===== src/rtl/seg_pkg.sv =====
// ----------------------------------------------------------------------------
// seg_pkg
// Shared constants for the seven-segment display multiplexer.
//   - Active-low segment patterns, ordered {g,f,e,d,c,b,a}.
//   - Digit slot indices. The slot index also selects the anode bit.
// ----------------------------------------------------------------------------
package seg_pkg;

    localparam logic [6:0] SEG_0     = 7'h40;
    localparam logic [6:0] SEG_1     = 7'h79;
    localparam logic [6:0] SEG_2     = 7'h24;
    localparam logic [6:0] SEG_3     = 7'h30;
    localparam logic [6:0] SEG_4     = 7'h19;
    localparam logic [6:0] SEG_5     = 7'h12;
    localparam logic [6:0] SEG_6     = 7'h02;
    localparam logic [6:0] SEG_7     = 7'h78;
    localparam logic [6:0] SEG_8     = 7'h00;
    localparam logic [6:0] SEG_9     = 7'h10;
    localparam logic [6:0] SEG_MINUS = 7'h3F;
    localparam logic [6:0] SEG_BLANK = 7'h7F;
    localparam logic [6:0] SEG_E     = 7'h06;

    localparam logic [1:0] DIG_ONES  = 2'd0;
    localparam logic [1:0] DIG_TENS  = 2'd1;
    localparam logic [1:0] DIG_HUND  = 2'd2;
    localparam logic [1:0] DIG_SIGN  = 2'd3;

endpackage


===== src/rtl/seg_decoder.sv =====
// ----------------------------------------------------------------------------
// seg_decoder
// Purely combinational decoder from a 4-bit BCD code to an active-low
// segment pattern. Codes 10..15 are not valid BCD and display "E".
// Ports:
//   i_code  in  4  BCD code
//   o_seg   out 7  segments {g,f,e,d,c,b,a}, active-low
// ----------------------------------------------------------------------------
module seg_decoder
    import seg_pkg::*;
(
    input  logic [3:0] i_code,
    output logic [6:0] o_seg
);

    always_comb begin
        o_seg = SEG_E;
        case (i_code)
            4'd0:    o_seg = SEG_0;
            4'd1:    o_seg = SEG_1;
            4'd2:    o_seg = SEG_2;
            4'd3:    o_seg = SEG_3;
            4'd4:    o_seg = SEG_4;
            4'd5:    o_seg = SEG_5;
            4'd6:    o_seg = SEG_6;
            4'd7:    o_seg = SEG_7;
            4'd8:    o_seg = SEG_8;
            4'd9:    o_seg = SEG_9;
            default: o_seg = SEG_E;
        endcase
    end

endmodule


===== src/rtl/seg_display_mux.sv =====
// ----------------------------------------------------------------------------
// seg_display_mux
// Time-multiplexed 4-digit common-anode seven-segment driver. One digit is
// scanned per slot of SCAN_DIV cycles; the first GUARD cycles of each slot
// keep all anodes off to suppress ghosting. All inputs are snapshotted once
// per frame (at the slot 3 -> slot 0 wrap) so a frame is always coherent.
// Supports leading-zero blanking and a blinking cursor with decimal point.
// Ports:
//   clk          in  1  system clock
//   reset        in  1  asynchronous, active-high
//   ones_in      in  4  BCD ones digit
//   tens_in      in  4  BCD tens digit
//   hundreds_in  in  4  BCD hundreds digit
//   sign_in      in  1  1 = negative
//   blank_lz     in  1  leading-zero blanking enable
//   cursor_en    in  1  cursor enable
//   cursor_pos   in  2  cursor digit (0 ones, 1 tens, 2 hundreds, 3 sign)
//   seg_n        out 7  segments {g,f,e,d,c,b,a}, active-low
//   dp_n         out 1  decimal point, active-low
//   an_n         out 4  anodes, active-low; an_n[k] selects digit k
// ----------------------------------------------------------------------------
module seg_display_mux
    import seg_pkg::*;
#(
    parameter int SCAN_DIV  = 100_000,
    parameter int GUARD     = 1_000,
    parameter int BLINK_DIV = 25_000_000
) (
    input  logic       clk,
    input  logic       reset,
    input  logic [3:0] ones_in,
    input  logic [3:0] tens_in,
    input  logic [3:0] hundreds_in,
    input  logic       sign_in,
    input  logic       blank_lz,
    input  logic       cursor_en,
    input  logic [1:0] cursor_pos,
    output logic [6:0] seg_n,
    output logic       dp_n,
    output logic [3:0] an_n
);

    localparam int SW = (SCAN_DIV  > 1) ? $clog2(SCAN_DIV)  : 1;
    localparam int BW = (BLINK_DIV > 1) ? $clog2(BLINK_DIV) : 1;

    logic [SW-1:0] r_scan_cnt;
    logic [1:0]    r_digit_idx;
    logic [BW-1:0] r_blink_cnt;
    logic          r_blink_on;

    // Frame snapshot of every input
    logic [3:0]    r_ones;
    logic [3:0]    r_tens;
    logic [3:0]    r_hund;
    logic          r_sign;
    logic          r_blank_lz;
    logic          r_cursor_en;
    logic [1:0]    r_cursor_pos;

    logic          w_scan_wrap;
    logic          w_frame_wrap;
    logic [3:0]    w_code;
    logic [6:0]    w_dec_seg;
    logic          w_lz_blank;
    logic          w_cursor_here;
    logic          w_guard;
    logic [3:0]    w_an_sel;
    logic [6:0]    w_seg_next;

    assign w_scan_wrap  = (r_scan_cnt == SW'(SCAN_DIV - 1));
    assign w_frame_wrap = w_scan_wrap && (r_digit_idx == DIG_SIGN);
    assign w_guard      = (r_scan_cnt < SW'(GUARD));

    // Slot mux feeding the single shared decoder; the sign slot does not
    // use the decoder so its code is a don't-care.
    always_comb begin
        w_code = 4'd0;
        case (r_digit_idx)
            DIG_ONES: w_code = r_ones;
            DIG_TENS: w_code = r_tens;
            DIG_HUND: w_code = r_hund;
            default:  w_code = 4'd0;
        endcase
    end

    seg_decoder u_dec (
        .i_code (w_code),
        .o_seg  (w_dec_seg)
    );

    // Tens is only a leading zero when hundreds is also zero.
    assign w_lz_blank = r_blank_lz &&
                        (((r_digit_idx == DIG_HUND) && (r_hund == 4'd0)) ||
                         ((r_digit_idx == DIG_TENS) && (r_hund == 4'd0) &&
                          (r_tens == 4'd0)));

    assign w_cursor_here = r_cursor_en && (r_cursor_pos == r_digit_idx);

    // One-hot active-low anode select for the current slot
    for (genvar gi = 0; gi < 4; gi++) begin : g_an
        assign w_an_sel[gi] = (r_digit_idx != 2'(gi));
    end

    // Blink-off blank beats leading-zero blank beats normal content.
    always_comb begin
        w_seg_next = w_dec_seg;
        if (w_cursor_here && !r_blink_on)
            w_seg_next = SEG_BLANK;
        else if (r_digit_idx == DIG_SIGN)
            w_seg_next = r_sign ? SEG_MINUS : SEG_BLANK;
        else if (w_lz_blank)
            w_seg_next = SEG_BLANK;
    end

    always_ff @(posedge clk or posedge reset) begin
        if (reset) begin
            r_scan_cnt   <= '0;
            r_digit_idx  <= DIG_ONES;
            r_blink_cnt  <= '0;
            r_blink_on   <= 1'b1;
            r_ones       <= '0;
            r_tens       <= '0;
            r_hund       <= '0;
            r_sign       <= 1'b0;
            r_blank_lz   <= 1'b0;
            r_cursor_en  <= 1'b0;
            r_cursor_pos <= '0;
            seg_n        <= SEG_BLANK;
            dp_n         <= 1'b1;
            an_n         <= 4'hF;
        end else begin
            if (w_scan_wrap) begin
                r_scan_cnt  <= '0;
                r_digit_idx <= r_digit_idx + 2'd1;
            end else begin
                r_scan_cnt  <= r_scan_cnt + SW'(1);
            end

            if (r_blink_cnt == BW'(BLINK_DIV - 1)) begin
                r_blink_cnt <= '0;
                r_blink_on  <= ~r_blink_on;
            end else begin
                r_blink_cnt <= r_blink_cnt + BW'(1);
            end

            if (w_frame_wrap) begin
                r_ones       <= ones_in;
                r_tens       <= tens_in;
                r_hund       <= hundreds_in;
                r_sign       <= sign_in;
                r_blank_lz   <= blank_lz;
                r_cursor_en  <= cursor_en;
                r_cursor_pos <= cursor_pos;
            end

            seg_n <= w_seg_next;
            dp_n  <= ~w_cursor_here;
            an_n  <= w_guard ? 4'hF : w_an_sel;
        end
    end

endmodule


===== config.mk =====
export PLATFORM = sky130hd
export DESIGN_NAME = seg_display_mux
export DESIGN_NICKNAME = d
export VERILOG_FILES = /design/src/rtl/seg_pkg.sv /design/src/rtl/seg_decoder.sv /design/src/rtl/seg_display_mux.sv
export SDC_FILE = /design/constraint.sdc
export NUM_CORES = 1
export LEC_CHECK = 0
export ABC_AREA = 1
export CAP_MARGIN = 20
export CELL_PAD_IN_SITES_DETAIL_PLACEMENT = 2
export CELL_PAD_IN_SITES_GLOBAL_PLACEMENT = 2
export CORE_ASPECT_RATIO = 0.8
export CORE_MARGIN = 4
export CORE_UTILIZATION = 37
export DETAILED_ROUTE_END_ITERATION = 10
export GPL_ROUTABILITY_DRIVEN = 0
export PLACE_DENSITY_LB_ADDON = 0.1
export SYNTH_ARGS = -nofsm -noshare
export SYNTH_HDL_FRONTEND = slang
export SYNTH_SLANG_ARGS = --single-unit
export TNS_END_PERCENT = 10

===== constraint.sdc =====
create_clock -name clk -period 5.2 [get_ports clk]
set_input_delay 1.04 -clock clk [delete_from_list [all_inputs] [get_ports clk]]
set_output_delay 1.04 -clock clk [all_outputs]
set_load 0.01 [all_outputs]

==> results.md, run 1 <==
- Core Footprint: 11000 sq um
- Post-CTS sizing: 0
- Final Max Tran Viols: 0
- CTS Sinks: 74
- Seq/Total Area, Yosys: ~44%
- Crit path cell chain: clkdlybuf4s50_1
- DP Area: 4630 sq um
- Delay of the slowest cell on the worst path: 0.54 ns
- WS Path Type: flip-flop to primary output
- Clock latency on the worst-skew pair: 0.34 ns
- Die area: 13200 sq um
- Initial Util: a little under two fifths
- Critical Path Source Type: flip-flop
- Net Count, Synth: 587
- H-tree depth: 3
- Setup_tns: 0 ns
- Num CTS Buffers: 9
- Avg Inst Size Synth: 7.56 sq um
- RSZ-0062 raised after global routing: false
- Hold Fails Final Rpt: 0
- TritonRoute pass-1 iters: 4
- Max-cap violations: 0
- Static leakage: 2.32 nW
- Slew HR: between 40% and 50%
- Max clock buf depth: 2
- Post-route design area: 4940 sq um
- CP max-delay cell: clkdlybuf4s50_1
- Outcome: complete, no violations
- Post-synth design cell area: 4210 sq um
- Actual slew at the worst max-slew pin: 0.895 ns
- TritonCTS clock tree: done
- Routed WL per cell: 16.5 microns
- Largest net degree at the start of global routing: 43
- Top fanout value on the critical path: 1
- Initial antenna violation count: 0
- Ant. Diodes: 0
- # rows: 34
- HP Class: flip-flop to flip-flop
- WP data required: 4.16 ns
- Number of DRC markers in iteration 0: 143
- Worst Path Arrival: approximately 1.4 ns
- Synth cell types: 34
- Antenna Nets Post-Route: 0
- Worst VDD drop: approximately 0.00014 V
- Setup Fix Bufs, Post-CTS: 0
- Clock root cell: clkbuf_16
- Register clock-pin slew on the reported worst setup and hold paths: approximately 0.070 ns
- Vias in the first global route: 4241
- Final WL: around 12000 microns
- Mapped Cells: around 560
- Skew final: 0.00859 ns
- Seq. cell area: 1870 sq um
- Fillers: roughly 1300
- Via/cell ratio: 4.91
- Vias: 3654
- Final Critical Period: 2.44 ns
- CP endpoint kind: primary output
- Hold-fix buffer count after cts: 0
- Port bufs: 30
- Number of synthesized register bits: 74
- GRT overflow: 0
- Layout area overhead: 17.3%
- CP top delay family: buffers and inverters
- Residual DRC: 0
- Final core occ: 44.8%
- Die width: 127 microns
- Yosys warnings: 0
- Pwr/cell area: 253 nW/um^2
- Layout cells sized above 1: 8.33%
- I/O pin cnt: 31
- Total track usage: about a fifth
- Crit share post-route: 47.0%
- WP buf/inv: 1
- Hpwl dp: between 9000 and 10000 microns
- Final Setup Violations: 0
- Fmax achieved: ~400 MHz
- # nets final: 625
- First-pass GRT wire length: 21600 microns
- Multi-input logic area: 1970 sq um
- Die Height: 103 microns
state kept, by name, indices dropped and copies added, names as in the netlist:
register,count
r_scan_cnt,17
seg_n,7
r_cursor_en,1
r_digit_idx,2
dp_n,1
r_blink_cnt,25
r_blank_lz,1
r_sign,1
r_tens,4
r_cursor_pos,2
an_n,4
r_ones,4
r_blink_on,1
r_hund,4
layout make-up:
cell class | instances | share of cell area (%)
multi-input cells | 399 | 39.8
flip-flops and latches | 74 | 37.8
repair buffers | 32 | 6.38
inverters | 79 | 6.10
clock buffers | 9 | 4.56
well taps | 144 | 3.65
clock inverters | 7 | 1.72
cell usage in the layout (no fill, tap or decap), types with 11 or more instances in the layout:
cell type	synthesis	layout
nand4_1	14	14
dfstp_2	13	13
clkdlybuf4s50_1	0	30
nand3_1	44	44
nand2_1	170	170
ha_1	11	11
xor2_1	18	18
nor3_1	16	16
nor2_1	87	87
inv_1	76	75
dfrtp_1	61	61
through the flow:
stage / std cells / total power [mW] / setup WS [ns] / hold WS, ns
6_report: 744 / 1.25 / 2.76 / 0.480
5_1_grt: 744 / 1.30 / 2.72 / 0.511
4_1_cts: 744 / 1.27 / 2.74 / 0.486
3_3_place_gp: 728 / 0.613 / 2.53 / 0.460
2_1_floorplan: 557 / 0.595 / 2.30 / 0.429
3_5_place_dp: 728 / 0.614 / 2.52 / 0.472
cell usage after synthesis (all sizes together):
| cell type | n | area, sq um |
|---|---|---|
| nor3b | 1 | 7.51 |
| nand4 | 14 | 87.6 |
| or2 | 2 | 12.5 |
| dfrtp | 61 | 1530 |
| o21ai | 9 | 45.0 |
| ha | 11 | 138 |
| nor3 | 17 | 96.4 |
| xor2 | 18 | 158 |
| and2 | 1 | 6.26 |
| nor2 | 90 | 364 |
| inv | 78 | 298 |
| o21a | 1 | 7.51 |
| buf | 4 | 62.6 |
| nand2 | 173 | 667 |
| a21boi | 1 | 7.51 |
| nand3 | 51 | 298 |
| xnor2 | 4 | 35.0 |
| clkinv | 1 | 3.75 |
| clkbuf | 1 | 13.8 |
| nand2b | 1 | 6.26 |
| a21oi | 3 | 15.0 |
| o211ai | 2 | 15.0 |
| dfstp | 13 | 342 |
cell families after synthesis:
| logic type | Yosys count | synth area share (%) |
|---|---|---|
| compound gates | 16 | 2.14 |
| fa+ha+maj | 11 | 3.27 |
| xor+xnor | 22 | 4.58 |
| buf+inv | 84 | 8.97 |
| flops | 74 | 44.4 |
| simple gates | 350 | 36.7 |
worst paths after layout:
kind	startpoint	end	slack [ns]	cells after the start
worst max-delay path	an_n[1]$_DFF_PP1_	an_n[1]	2.76	1
worst max register to register	r_digit_idx[1]$_DFFE_PP0N_	seg_n[6]$_DFF_PP1_	3.13	13
max in group asynchronous	reset	seg_n[3]$_DFF_PP1_	2.97	3
worst min-delay path	r_blink_on$_DFFE_PP1N_	r_blink_on$_DFFE_PP1N_	0.48	2
min in group asynchronous	reset	r_blink_cnt[5]$_DFF_PP0_	1.22	2
worst min register to register	r_blink_on$_DFFE_PP1N_	r_blink_on$_DFFE_PP1N_	0.48	2
power breakdown:
part	internal (mW)	leakage, nW	total [mW]	switching (mW)
sequential	0.576	0.870	0.576	0
combinational	0.0123	1.31	0.0260	0.0137
clock	0.382	0.146	0.649	0.267
total	0.970	2.32	1.25	0.281
layer usage:
metal | part of all wire [%] | global-route usage, %
met1 | 48 | 27.6
met2 | 48 | 34.9
met3 | 2.6 | 4.06
met4 | 0.95 | 4.45
met5 | 0 | 0
No activity file was read; power rests on OpenSTA's default activity.
==> inputs of run 2 (changes only) <==
--- a/config.mk
+++ b/config.mk
@@ -11,7 +11,7 @@
 export CELL_PAD_IN_SITES_GLOBAL_PLACEMENT = 2
 export CORE_ASPECT_RATIO = 0.8
 export CORE_MARGIN = 4
-export CORE_UTILIZATION = 37
+export CORE_UTILIZATION = 31
 export DETAILED_ROUTE_END_ITERATION = 10
 export GPL_ROUTABILITY_DRIVEN = 0
 export PLACE_DENSITY_LB_ADDON = 0.1
==> constraint.sdc (replaced) <==
create_clock -name clk -period 2 [get_ports clk]
set_input_delay 0.4 -clock clk [delete_from_list [all_inputs] [get_ports clk]]
set_output_delay 0.4 -clock clk [all_outputs]
set_load 0.01 [all_outputs]
==> results.md, run 2 (same netlist as run 1, synthesis figures left out) <==
- Outcome: complete, no violations
- Crit share post-route: 91.0%
- Fmax achieved: 549 MHz
- HP Class: input pin to asynchronous set/reset pin
- GRT overflow: 0 (unchanged)
- Most common cell after layout, fill and taps aside: nand2_1
- CP max-delay cell: dfrtp_1
- Pwr/cell area: 641 nW/um^2 (+150%)
- Vias in the first global route: 4116 (-2.9%)
- RSZ-0062 raised after global routing: true
- Num CTS Buffers: 9 (unchanged)
- Antenna Nets Post-Route: 0 (unchanged)
- Layout area overhead: 20.7%
- Max-cap violations: 0 (unchanged)
- Worst Path Arrival: 2.10 ns (+0.70 ns)
- Final Critical Period: about 1.8 ns
- CTS Sinks: 74 (unchanged)
- Hold Fails Final Rpt: 0 (unchanged)
- Max clock buf depth: 2 (unchanged)
- Layout cells sized above 1: 10.3% (+2.0 points)
- Worst VDD drop: 0.000397 V (+190%)
- Most frequent CP cell: nand2_1
- Number of DRC markers in iteration 0: 101 (-29%)
- Largest registers: r_blink_cnt: 25 flops, r_scan_cnt: 17 flops, seg_n: 7 flops
- Most flops, register: r_blink_cnt
- Post-route design area: 5080 sq um (+2.9%)
- Max reg flops: 25 (unchanged)
- Final Setup Violations: 0 (unchanged)
- First-pass GRT wire length: 21300 microns (-1.3%)
- Residual DRC: 0 (unchanged)
- Core Footprint: 13100 sq um (+18%)
- Via/cell ratio: 4.72 (-3.9%)
- Clock root cell: clkbuf_16
- Routed WL per cell: 15.7 microns (-5.1%)
- Hpwl dp: 9670 microns (+2.0%)
- Initial Util: 32.3% (-6.0 points)
- DP Area: 4750 sq um (+2.6%)
- # placed instances: 766 (+5.2%)
- Register clock-pin slew on the reported worst setup and hold paths: 0.06 ns (about the same)
- Die Height: 112 microns (+8.5%)
- Clock latency on the worst-skew pair: 0.35 ns (about the same)
- Skew final: 0.00781 ns (-0.000778 ns)
- Largest net degree at the start of global routing: 25 (-42%)
- WP buf/inv: 3 (+2)
- Die area: 15500 sq um (+18%)
- Most frequent cells in the layout: nand2_1 (168), nor2_1 (86), inv_1 (75), dfrtp_1 (61), nand3_1 (44)
- # rows: 37 (+8.8%)
- Ant. Diodes: 0 (unchanged)
- WS Path Type: flip-flop to flip-flop
- Delay of the slowest cell on the worst path: 0.38 ns (-0.16 ns)
- Final WL: 12300 microns (about the same)
- Vias: 3700 (+1.3%)
- TritonRoute pass-1 iters: 4 (unchanged)
- # nets final: 634 (+1.4%)
- Initial antenna violation count: 0 (unchanged)
- TritonCTS clock tree: done
- Final Max Tran Viols: 0 (unchanged)
- I/O pin cnt: 31 (unchanged)
- Actual slew at the worst max-slew pin: 0.444 ns (-0.451 ns)
- Crit path cell chain: inv_1, ha_1, nand2_1, nand3_1, nand2_2, inv_1, ha_1, inv_1, nand3_1, nand3_1, nand2_1, nand2_1, nand2_1
- WP data required: 2.28 ns (-1.88 ns)
- H-tree depth: 3 (unchanged)
- CP top delay family: simple AND/OR/NAND/NOR gates
- Fin cells: 784 (+5.4%)
- Port bufs: 30 (unchanged)
- Hold-fix buffer count after cts: 0 (unchanged)
- Total track usage: 17.0% (-3.6 points)
- Static leakage: 2.37 nW (+1.9%)
- Critical Path Source Type: flip-flop
- Slew HR: 70.3% (+30 points)
- CP endpoint kind: flip-flop
- Top fanout value on the critical path: 5 (+4)
- Die width: 138 microns (+8.7%)
## run 2: changes by cell type in the layout (fill, tap and decap cells not counted), moves of 2 or more
cell     change
ha_1         -2
inv_8        -2
ha_2         +2
nand2_1      -2
nand2_2      +2
buf_12       +2
buf_4        +7
## run 2: what timing repair did
action | in CTS | in global routing
endpoints found under the hold margin | 0 | 0
buffers inserted | 0 | 2
endpoints found under the setup margin | 0 | 8
gates resized for setup | 0 | 5
## run 2: area by class of cell
class,instances,area [sq um]
clock inverter,5,62.6
tap,175,219
inverter,79,305
fill,1569,7970
clock buffer,11,243
sequential,74,1870
multi-input combinational,399,1980
timing repair buffer,41,408
## run 2: final timing paths
kind | from | end | slack (ns) | cells after the start
worst max-delay path | r_digit_idx[1]$_DFFE_PP0N_ | seg_n[6]$_DFF_PP1_ | 0.18 | 13
worst min-delay path | reset | r_cursor_pos[0]$_DFFE_PP0P_ | 0.41 | 2
min in group clk | r_scan_cnt[0]$_DFF_PP0_ | r_scan_cnt[0]$_DFF_PP0_ | 0.46 | 1
worst min register to register | r_scan_cnt[0]$_DFF_PP0_ | r_scan_cnt[0]$_DFF_PP0_ | 0.46 | 1
max in group asynchronous | reset | seg_n[4]$_DFF_PP1_ | 1.05 | 3
worst max register to register | r_digit_idx[1]$_DFFE_PP0N_ | seg_n[6]$_DFF_PP1_ | 0.18 | 13
## run 2: stage by stage
stage	hold WS, ns	utilization [%]	total power, mW	TNS, ns	setup WS [ns]
floorplan	0.429	-	1.55	0	0.366
CTS	0.405	38.7	3.34	0	0.0622
global route	0.430	38.9	3.40	-0.0890	-0.0348
detailed placement	0.457	36.4	1.61	0	0.102
global placement	0.450	36.4	1.61	0	0.208
finish	0.413	38.9	3.26	0	0.179
## run 2: layer usage
layer | track usage, % | share of wire (%) | vias to the layer above | routed length, microns
met5 | 0 | 0 | - | 0
met4 | 4.81 | 1.3 | 0 | 159
met3 | 3.58 | 2.2 | 10 | 274
met2 | 28.7 | 48 | 28 | 5880
met1 | 22.1 | 49 | 1847 | 5990
li1 | - | - | 1815 | -
## run 2: report_power, final
part / total (mW) / switching, mW / internal [mW] / leakage, nW
registers: 1.50 / 0 / 1.50 / 0.870
clock network: 1.68 / 0.675 / 1.01 / 0.142
logic: 0.0801 / 0.0389 / 0.0411 / 1.36
==> inputs of run 3 (changes only) <==
--- a/config.mk
+++ b/config.mk
@@ -9,9 +9,9 @@
 export CAP_MARGIN = 20
 export CELL_PAD_IN_SITES_DETAIL_PLACEMENT = 2
 export CELL_PAD_IN_SITES_GLOBAL_PLACEMENT = 2
-export CORE_ASPECT_RATIO = 0.8
+export CORE_ASPECT_RATIO = 2
 export CORE_MARGIN = 4
-export CORE_UTILIZATION = 31
+export CORE_UTILIZATION = 34
 export DETAILED_ROUTE_END_ITERATION = 10
 export GPL_ROUTABILITY_DRIVEN = 0
 export PLACE_DENSITY_LB_ADDON = 0.1
==> constraint.sdc (replaced) <==
create_clock -name clk -period 1.7 [get_ports clk]
set_input_delay 0.34 -clock clk [delete_from_list [all_inputs] [get_ports clk]]
set_output_delay 0.34 -clock clk [all_outputs]
set_load 0.01 [all_outputs]
==> results.md, run 3 (same netlist as run 1, synthesis figures left out) <==
- Fillers: 1423 (-9.3%)
- CP max-delay cell: dfrtp_2
- Initial antenna violation count: 0 (unchanged)
- Worst R2R Start: r_digit_idx[0]$_DFFE_PP0N_
- Antenna Nets Post-Route: 0 (unchanged)
- Multi-input logic area: 2200 sq um (+11%)
- Layout cells sized above 1: 21.4% (+11 points)
- Ant. Diodes: 0 (unchanged)
- Failing checks: negative setup slack
- CP endpoint kind: flip-flop
- Static leakage: 2.53 nW (+6.8%)
- Layout area overhead: 29.6%
- Initial Util: 34.7% (+2.5 points)
- Die Height: 165 microns (+47%)
- CTS Sinks: 74 (unchanged)
- Most common cell after layout, fill and taps aside: nand2_1
- Pwr/cell area: 674 nW/um^2 (+5.1%)
- Port bufs: 30 (unchanged)
- Most flops, register: r_blink_cnt
- Skew final: 0.0100 ns (+0.00221 ns)
- RSZ-0062 raised after global routing: true
- Largest net degree at the start of global routing: 44 (+76%)
- Delay of the slowest cell on the worst path: 0.45 ns (+0.07 ns)
- I/O pin cnt: 31 (unchanged)
- Critical Path Source Type: flip-flop
- # placed instances: 765 (-0.13%)
- Final core occ: 45.0% (+6.1 points)
- Overall power: 3.68 mW (+13%)
- Final hold slack: 0.265 ns (-0.147 ns)
- Clock root cell: clkbuf_16
- Total track usage: 22.1% (+5.1 points)
- Actual slew at the worst max-slew pin: 0.356 ns (-0.0881 ns)
- Residual DRC: 0 (unchanged)
- Die area: 14300 sq um (-7.6%)
- Vias in the first global route: 4690 (+14%)
- Vias: 4014 (+8.5%)
- WS Path Type: flip-flop to flip-flop
- # rows: 57 (+54%)
- Via/cell ratio: 5.12 (+8.5%)
- Final WL: 14900 microns (+21%)
- Fin cells: 784 (unchanged)
- Crit path cell chain: buf_12, ha_4, nand2_2, nand3_4, nand2_4, inv_1, ha_4, inv_2, nand3_2, nand3_2, nand2_1, nand2_1, nand2_1
- TritonRoute pass-1 iters: 4 (unchanged)
- Hpwl dp: 11000 microns (+14%)
- Most frequent CP cell: nand2_1
- Slew HR: 76.2% (+5.9 points)
- TritonCTS clock tree: done
- Register clock-pin slew on the reported worst setup and hold paths: 0.06 ns (about the same)
- H-tree depth: 3 (unchanged)
- Seq. cell area: 1870 sq um (about the same)
- Worst Path Arrival: 2.05 ns (-0.05 ns)
- Fin worst setup slack: -0.0796 ns (-0.259 ns)
- Core Footprint: 12100 sq um (-7.1%)
- Top fanout value on the critical path: 5 (unchanged)
- Worst VDD drop: 0.000456 V (+15%)
- Max reg flops: 25 (unchanged)
- Routed WL per cell: 19.0 microns (+21%)
- Number of DRC markers in iteration 0: 82 (-19%)
- Register-to-Register Path Depth: 13 (unchanged)
- Reg2reg end: seg_n[6]$_DFF_PP1_
- # nets final: 662 (+4.4%)
- HP Class: input pin to asynchronous set/reset pin
- Num CTS Buffers: 9 (unchanged)
- Fmax achieved: 562 MHz (+2.3%)
- Final Setup Violations: 3 (+3)
- First-pass GRT wire length: 24100 microns (+13%)
- Die width: 86.7 microns (-37%)
- Max clock buf depth: 2 (unchanged)
- Most frequent cells in the layout: nand2_1 (153), nor2_1 (79), inv_1 (67), dfrtp_1 (60), nand3_1 (37)
- GRT overflow: 0 (unchanged)
- Crit share post-route: 105% (+14 points)
- WP data required: 1.97 ns (-0.31 ns)
- Final Max Tran Viols: 0 (unchanged)
- Max-cap violations: 0 (unchanged)
- Largest registers: r_blink_cnt: 25 flops, r_scan_cnt: 17 flops, seg_n: 7 flops
- R2r setup slk: -0.08 ns (-0.26 ns)
- Final Critical Period: 1.78 ns (-0.0411 ns)
- Hold Fails Final Rpt: 0 (unchanged)
- Clock latency on the worst-skew pair: 0.34 ns (about the same)
- Outcome: finished, violations left
-- run 3: through the flow --
| step | setup TNS (ns) | worst slack (ns) | area (sq um) |
|---|---|---|---|
| 2_1_floorplan | 0 | 0.0664 | 4220 |
| 5_1_grt | -0.484 | -0.139 | 5460 |
| 6_report | -0.140 | -0.0796 | 5460 |
| 4_1_cts | -0.0877 | -0.0465 | 5280 |
| 3_5_place_dp | -0.655 | -0.185 | 4910 |
| 3_3_place_gp | -0.00168 | -0.00168 | 4910 |
-- run 3: layout make-up --
class / count / area share (%)
inverter: 79 / 5.80
clock inverter: 2 / 0.229
tap: 147 / 3.37
multi-input combinational: 399 / 40.3
sequential: 74 / 34.2
clock buffer: 14 / 4.84
timing repair buffer: 69 / 11.3
-- run 3: repair_timing --
item,4_1_cts,5_1_grt
setup buffers,1,2
pin swaps,6,15
hold buffers,0,0
gates cloned,0,0
setup endpoints to repair,28,47
gates resized for setup,36,50
-- run 3: how the worst max path moves through the flow --
stage	from	to	slack [ns]	depth (start not counted)
6_report	r_digit_idx[0]$_DFFE_PP0N_	seg_n[6]$_DFF_PP1_	-0.08	13
5_1_grt	r_digit_idx[0]$_DFFE_PP0N_	seg_n[6]$_DFF_PP1_	-0.14	13
4_1_cts	r_digit_idx[0]$_DFFE_PP0N_	seg_n[6]$_DFF_PP1_	-0.05	13
3_5_place_dp	r_digit_idx[0]$_DFFE_PP0N_	seg_n[3]$_DFF_PP1_	-0.19	10
3_3_place_gp	r_digit_idx[0]$_DFFE_PP0N_	seg_n[3]$_DFF_PP1_	-0.002	10
2_1_floorplan	r_digit_idx[0]$_DFFE_PP0N_	seg_n[6]$_DFF_PP1_	0.07	13
-- run 3: critical path, delay by kind of cell (launching register included) --
family / cells / cell delay, ns
buffers and inverters: 3 / 0.26
adders and majority gates: 2 / 0.34
and+or+nand+nor: 8 / 0.64
DFF: 1 / 0.45
-- run 3: metal layers --
layer	wire length (microns)	vias to the layer above	GRT usage, %
li1	-	1876	-
met1	4890	2037	21.2
met2	9150	64	44.5
met3	234	37	2.73
met4	623	0	10.4
met5	0	-	0
-- run 3: power by group --
group          switching (mW)  total (mW)  internal, mW  leakage, nW
sequential                  0        1.76          1.76        0.868
combinational          0.0453      0.0895        0.0441         1.53
clock                   0.759        1.83          1.07        0.133
total                   0.805        3.68          2.88         2.53
